File: src/rtl/dma_priority_arbiter.sv
// dma_priority_arbiter
//   Request arbiter and bus-hold sequencer for the 4-channel DMA controller.
//   Pin requests are polarity-normalised and synchronised, then masked and
//   merged with software requests. The block runs the HRQ/HLDA handshake
//   with the CPU and picks one channel by fixed or rotating priority. It
//   holds DACK and the channel index until timing control signals that the
//   transfer is done, or until the CPU takes the bus back.
//
//   Build option: define DMA_ARB_HLDA_TIMEOUT_EN to abandon a hold request
//   that has not been acknowledged within HLDA_TIMEOUT cycles.
//
// Ports
//   CLK, RESET_N    clock (rising edge), async active-low reset
//   DREQ[3:0]       raw request pins, polarity set by cmdDreqActLow
//   HLDA            hold acknowledge from the CPU
//   maskReg[3:0]    1 = ignore that channel's DREQ pin
//   swReq[3:0]      software requests (not maskable)
//   cmdDisable      blocks the start of new hold cycles
//   cmdRotPri       1 = rotating priority, 0 = fixed (ch0 highest)
//   cmdDreqActLow   DREQ pins are active low
//   cmdDackActHigh  DACK pins are active high
//   xferDone        one-cycle pulse: the granted channel's service is done
//   HRQ             registered hold request to the CPU
//   DACK[3:0]       channel acknowledges, polarity applied
//   grantValid      a channel is in service
//   grantCh[1:0]    index of the granted channel
//   validDreq[3:0]  valid requests, for status bits 7:4
//   hldaTimeout     one-cycle pulse when a hold request is abandoned
//
// state     | meaning
// ----------+--------------------------------------------------------
// IDLE      | no hold activity; waiting for a valid request
// WAIT_HLDA | HRQ high, waiting for the CPU to acknowledge
// SERVICE   | bus held, one channel granted and frozen
// RELEASE   | HRQ low, waiting for HLDA to drop before the next hold
module dma_priority_arbiter #(
  parameter int DREQ_SYNC_STAGES = 2,
  parameter int HLDA_TIMEOUT     = 64
) (
  input  logic       CLK,
  input  logic       RESET_N,
  input  logic [3:0] DREQ,
  input  logic       HLDA,
  input  logic [3:0] maskReg,
  input  logic [3:0] swReq,
  input  logic       cmdDisable,
  input  logic       cmdRotPri,
  input  logic       cmdDreqActLow,
  input  logic       cmdDackActHigh,
  input  logic       xferDone,
  output logic       HRQ,
  output logic [3:0] DACK,
  output logic       grantValid,
  output logic [1:0] grantCh,
  output logic [3:0] validDreq,
  output logic       hldaTimeout
);

  if (DREQ_SYNC_STAGES < 1 || DREQ_SYNC_STAGES > 3 || HLDA_TIMEOUT < 1) begin : g_bad_param
    $error("dma_priority_arbiter: DREQ_SYNC_STAGES must be 1..3 and HLDA_TIMEOUT >= 1");
  end

  typedef enum logic [1:0] {
    IDLE      = 2'd0,
    WAIT_HLDA = 2'd1,
    SERVICE   = 2'd2,
    RELEASE   = 2'd3
  } state_t;

  state_t state_q, state_d;

  logic [DREQ_SYNC_STAGES-1:0][3:0] sync_q;
  logic [3:0] sync_req;
  logic       any_req;

  logic       hrq_q, hrq_d;
  logic       grant_valid_q, grant_valid_d;
  logic [3:0] grant_oh_q, grant_oh_d;
  logic [1:0] grant_ch_q, grant_ch_d;
  logic [1:0] ptr_q, ptr_d;

  logic [1:0] search_base;
  logic [1:0] idx;
  logic [1:0] win_ch;
  logic       found;

`ifdef DMA_ARB_HLDA_TIMEOUT_EN
  localparam int CNT_W = (HLDA_TIMEOUT > 1) ? $clog2(HLDA_TIMEOUT) : 1;
  logic [CNT_W-1:0] cnt_q, cnt_d;
  logic             timeout_q, timeout_d;
`endif

  // Normalise polarity before synchronising so the flops reset to "inactive".
  always_ff @(posedge CLK or negedge RESET_N) begin
    if (!RESET_N) begin
      sync_q <= '0;
    end else begin
      sync_q[0] <= DREQ ^ {4{cmdDreqActLow}};
      for (int i = 1; i < DREQ_SYNC_STAGES; i++) begin
        sync_q[i] <= sync_q[i-1];
      end
    end
  end

  assign sync_req  = sync_q[DREQ_SYNC_STAGES-1];
  assign validDreq = (sync_req & ~maskReg) | swReq;
  assign any_req   = |validDreq;

  // Fixed mode is simply a rotating search that always starts at channel 0.
  always_comb begin
    search_base = cmdRotPri ? ptr_q : 2'd0;
    win_ch      = search_base;
    found       = 1'b0;
    idx         = 2'd0;
    for (int k = 0; k < 4; k++) begin
      idx = search_base + k[1:0];
      if (!found && validDreq[idx]) begin
        win_ch = idx;
        found  = 1'b1;
      end
    end
  end

  always_ff @(posedge CLK or negedge RESET_N) begin
    if (!RESET_N) begin
      state_q       <= IDLE;
      hrq_q         <= 1'b0;
      grant_valid_q <= 1'b0;
      grant_oh_q    <= 4'h0;
      grant_ch_q    <= 2'd0;
      ptr_q         <= 2'd0;
`ifdef DMA_ARB_HLDA_TIMEOUT_EN
      cnt_q         <= '0;
      timeout_q     <= 1'b0;
`endif
    end else begin
      state_q       <= state_d;
      hrq_q         <= hrq_d;
      grant_valid_q <= grant_valid_d;
      grant_oh_q    <= grant_oh_d;
      grant_ch_q    <= grant_ch_d;
      ptr_q         <= ptr_d;
`ifdef DMA_ARB_HLDA_TIMEOUT_EN
      cnt_q         <= cnt_d;
      timeout_q     <= timeout_d;
`endif
    end
  end

  always_comb begin
    state_d       = state_q;
    hrq_d         = hrq_q;
    grant_valid_d = grant_valid_q;
    grant_oh_d    = grant_oh_q;
    grant_ch_d    = grant_ch_q;
    ptr_d         = ptr_q;
`ifdef DMA_ARB_HLDA_TIMEOUT_EN
    cnt_d         = cnt_q;
    timeout_d     = 1'b0;
`endif
    case (state_q)
      IDLE: begin
        if (!cmdDisable && any_req) begin
          hrq_d   = 1'b1;
          state_d = WAIT_HLDA;
`ifdef DMA_ARB_HLDA_TIMEOUT_EN
          cnt_d   = '0;
`endif
        end
      end
      WAIT_HLDA: begin
        if (HLDA && any_req) begin
          grant_ch_d    = win_ch;
          grant_oh_d    = 4'd1 << win_ch;
          grant_valid_d = 1'b1;
          state_d       = SERVICE;
        end else if (!any_req) begin
          hrq_d   = 1'b0;
          state_d = RELEASE;
        end
`ifdef DMA_ARB_HLDA_TIMEOUT_EN
        // Only reached with a request pending and HLDA still low.
        else if (cnt_q == CNT_W'(HLDA_TIMEOUT - 1)) begin
          timeout_d = 1'b1;
          hrq_d     = 1'b0;
          state_d   = RELEASE;
        end else begin
          cnt_d = cnt_q + CNT_W'(1);
        end
`endif
      end
      SERVICE: begin
        // xferDone wins over a simultaneous HLDA fall so the pointer advances.
        if (xferDone) begin
          grant_valid_d = 1'b0;
          grant_oh_d    = 4'h0;
          hrq_d         = 1'b0;
          if (cmdRotPri) begin
            ptr_d = grant_ch_q + 2'd1;
          end
          state_d = RELEASE;
        end else if (!HLDA) begin
          grant_valid_d = 1'b0;
          grant_oh_d    = 4'h0;
          hrq_d         = 1'b0;
          state_d       = RELEASE;
        end
      end
      RELEASE: begin
        hrq_d = 1'b0;
        if (!HLDA) begin
          state_d = IDLE;
        end
      end
      default: begin
        state_d = IDLE;
      end
    endcase
  end

  assign HRQ        = hrq_q;
  assign grantValid = grant_valid_q;
  assign grantCh    = grant_ch_q;
  assign DACK       = cmdDackActHigh ? grant_oh_q : ~grant_oh_q;

`ifdef DMA_ARB_HLDA_TIMEOUT_EN
  assign hldaTimeout = timeout_q;
`else
  assign hldaTimeout = 1'b0;
`endif

endmodule

File: config.mk
export PLATFORM = sky130hd
export DESIGN_NAME = dma_priority_arbiter
export DESIGN_NICKNAME = d
export VERILOG_FILES = /design/src/rtl/dma_priority_arbiter.sv
export SDC_FILE = /design/constraint.sdc
export NUM_CORES = 1
export LEC_CHECK = 0
export BUFFER_PORTS_ARGS = -buffer_cell sky130_fd_sc_hd__buf_2
export CORE_MARGIN = 4
export CORE_UTILIZATION = 35
export DETAILED_ROUTE_END_ITERATION = 8
export GPL_TIMING_DRIVEN = 0
export PLACE_DENSITY_LB_ADDON = 0.05
export REMOVE_ABC_BUFFERS = 1
export SYNTH_ARGS = -nofsm -noshare
export SYNTH_HDL_FRONTEND = slang
export SYNTH_SLANG_ARGS = --single-unit
File: constraint.sdc
create_clock -name CLK -period 3 [get_ports CLK]
set_input_delay 0.15 -clock CLK [delete_from_list [all_inputs] [get_ports CLK]]
set_output_delay 0.15 -clock CLK [all_outputs]
set_load 0.01 [all_outputs]
==> impl_metrics.yaml <==
finish:
  area_growth_pct: 23.2
  drive_gt1_share_pct: 38.3
  nFillCells: 346
  fin_nets: 175
  multi_input_area_um2: 668
  antenna_cells: 0
  regArea_um2: 500
timing:
  finalCritPeriodShare_pct: 81.9
  period_needed_ns: 2.46
  finalSetupViolations: 0
  fin_tns_setup_ns: 0
  rsz0062_at_grt: "no"
  relSlewSlack_pct: 54.6
  fmax_mhz: 407
  slew_violations: 0
  finalWorstSetupSlack_ns: 0.543
  fin_skew_ns: 0.00728
  hold_viol_final: 0
  worst_pin_slew_ns: 0.676
setup_path:
  r2r_end: "grant_oh_q[1]"
  critPathCapture: "grant_oh_q[1]"
  path_class: "register to register"
  critPathMaxStageDelay_ns: 0.50
  path_delay_family: "compound AO/OA/AOI/OAI gates"
  cp_cell_sequence: "a21oi_4 -> inv_2 -> mux4_2 -> a311oi_2 -> mux2i_1 -> a221oi_1 -> a32o_2"
  reg2reg_slack_ns: 0.54
  r2r_cells: 7
  critPathBufInv: 1
  rr_startpoint: "sync_req[2]"
  critPathLaunchType: "register"
  cp.arrival_ns: 2.70
  critPathCaptureType: "register"
  crit_fanout: 5
  startpoint: "sync_req[2]"
  path_depth: 7
  cp.required_ns: 3.24
  crit_slowest_cell: "mux4_2"
worst_hold_path:
  hold_depth: 2
  hold_path_class: "primary input to register"
synthesis:
  netlist_top_cells_area: "dfrtp_1 (40%), a21oi_4 (5.2%), ha_1 (5.0%)"
  synth_edf_count: 0
  synth_top_cell_by_area: "dfrtp_1"
  synth_top_area_share_pct: 40.3
  synth.distinct_cells: 42
  ys_ff_latch: 20
  yosysWarnings: 0
  synth_area_mm2: 0.00124
  synth_cells: 113
  seq_area_frac_synth_pct: 40.3
  yosys_most_used_dff: "dfrtp_1"
  async_flop_share_pct: 100
  avgSynthCellArea_um2: 11.0
pwr:
  power_frac_seq_pct: 34.9
  total_power_w: 0.00120
  vdd_ir_drop_max_mv: 0.343
  p_comb_share_pct: 47.0
  p_per_area_mw_per_mm2: 784
  p_switching_w: 0.000458
  power_frac_clock_pct: 18.1
  p_leak_nw: 0.718
  swShare_pct: 38.2
  p_int_w: 0.000740
cts:
  clk_path_buf_depth: 2
  cts_buffers: 3
  cts_tree: "yes"
  cts.sinks: 20
  path_clk_slew_ns: 0.12
  cts-root-buf: "clkbuf_4"
  htree_levels: 1
  postCtsSetupRepairBufs: 0
  clk_latency_ns: 0.30
route:
  drt_first_pass_iters: 4
  vias: 959
  via_per_inst: 4.92
  detail_route.wl_per_cell_um: 13.4
  ant_nets: 0
  routed_wl_um: 2610
  drc_errors: 0
  drt_iter0_drc: 45
global_route:
  grt_max_degree: 21
  track_usage_pct: 13.1
  grt_pass1_wl_um: 4510
  antenna_found_initial: 0
  grt.overflow.total: 0
  grt_pass1_vias: 984
floorplanning:
  dieArea_mm2: 0.00456
  die_x_um: 67.6
  fp.coreArea_mm2: 0.00339
  die_h_um: 67.6
  row_count: 21
  initial_core_util_pct: 36.6
  ios: 33
place:
  place_congestion: 0.730
  dp_slack_ns: 0.534
  io_buffers: 31
  dp_hpwl_um: 2100
job:
  drv_cap: 0
status:
  outcome: "finished, final reports clean"
-- worst reg2reg max path, cell delays in order, from the launching register on --
cell and delay [ns]:
dfrtp_1 0.41, a21oi_4 0.23, inv_2 0.08, mux4_2 0.50, a311oi_2 0.35, mux2i_1 0.15, a221oi_1 0.43, a32o_2 0.25
-- sequential cells by signal (all words and copies together), names as in the netlist --
name / cells
grant_oh_q: 4
sync_q: 4
sync_req: 4
grantCh: 2
ptr_q: 2
state_q: 2
HRQ: 1
grantValid: 1
-- synthesized netlist by cell type (2+ instances only) --
library cell,count
dfrtp_1,20
nand2_1,10
inv_2,8
o21ai_0,7
xnor2_1,6
xor2_1,6
ha_1,5
a21oi_4,4
inv_1,4
a221oi_1,3
a32o_2,3
nand3_1,3
a41oi_1,2
mux2i_1,2
mux4_1,2
nor2_1,2
-- through the flow --
stage | area [µm²] | std cells | util (%) | hold WS, ns
detailed placement | 1430 | 186 | 42.1 | 0.131
global route | 1530 | 195 | 45.1 | 0.0762
floorplan | 1210 | 109 | - | -0.146
CTS | 1520 | 194 | 44.8 | 0.00208
global placement | 1430 | 186 | 42.1 | 0.124
finish | 1530 | 195 | 45.1 | 0.0889
-- kinds of logic after synthesis --
family                     share of synthesized area, %
AOI/OAI and AO/OA                                  21.5
muxes                                              8.57
other                                             0.302
buffers and inverters                              5.85
and+or+nand+nor                                    9.98
DFF                                                40.3
xor gates and xnor gates                           8.47
adders and majority gates                          5.04
-- how the worst min path moves through the flow --
| stage | from | endpoint | slack [ns] |
|---|---|---|---|
| 5_1_grt | cmdDreqActLow | sync_q[2] | 0.08 |
| 6_report | cmdDreqActLow | sync_q[2] | 0.09 |
| 3_5_place_dp | RESET_N | grant_oh_q[3] | 0.13 |
| 2_1_floorplan | RESET_N | HRQ | -0.15 |
| 3_3_place_gp | RESET_N | grant_oh_q[3] | 0.12 |
| 4_1_cts | DREQ[3] | sync_q[3] | 0.002 |
-- cells in the final DEF, fill, tap and decap left out, drive strengths merged, types with 2 or more instances in the layout --
cell and n:
buf 31, dfrtp 20, inv 12, nand2 11
o21ai 7, xor2 6, xnor2 6, ha 5
dlygate4sd3 5, a21oi 5, a32o 4, a221oi 3
nand3 3, clkbuf 3, mux4 3, a41oi 2
mux2i 2, nor2 2, and2 2
-- power by group through the flow --
| stage | Sequential [W] | Combinational, W | Clock (W) |
|---|---|---|---|
| 2_1_floorplan | 0.000419 | 0.000399 | 0 |
| 3_5_place_dp | 0.000426 | 0.000564 | 0 |
| 3_3_place_gp | 0.000420 | 0.000560 | 0 |
| 5_1_grt | 0.000432 | 0.000640 | 0.000238 |
| 6_report | 0.000418 | 0.000563 | 0.000217 |
| 4_1_cts | 0.000420 | 0.000571 | 0.000224 |
-- what timing repair did --
item / in CTS / in global routing
resized for setup: 0 / 0
hold buffers: 4 / 1
hold endpoints to repair: 23 / 1
-- layer usage --
| metal | up-vias | GRT usage, % | part of all wire, % |
|---|---|---|---|
| met5 | - | 0 | 0 |
| met4 | 0 | 1.52 | 0.38 |
| met3 | 2 | 3.99 | 4.9 |
| met2 | 22 | 22.8 | 51 |
| met1 | 458 | 16.4 | 43 |
| li1 | 477 | - | - |
-- layout make-up --
class                           count  area share (%)
Clock buffer                        3            1.47
Clock inverter                      1            1.96
Inverter                           12            2.95
Multi-Input combinational cell     77            43.7
Sequential cell                    20            32.7
Tap cell                           46            3.76
Timing Repair Buffer               36            13.4
No activity file was read; power rests on OpenSTA's default activity.
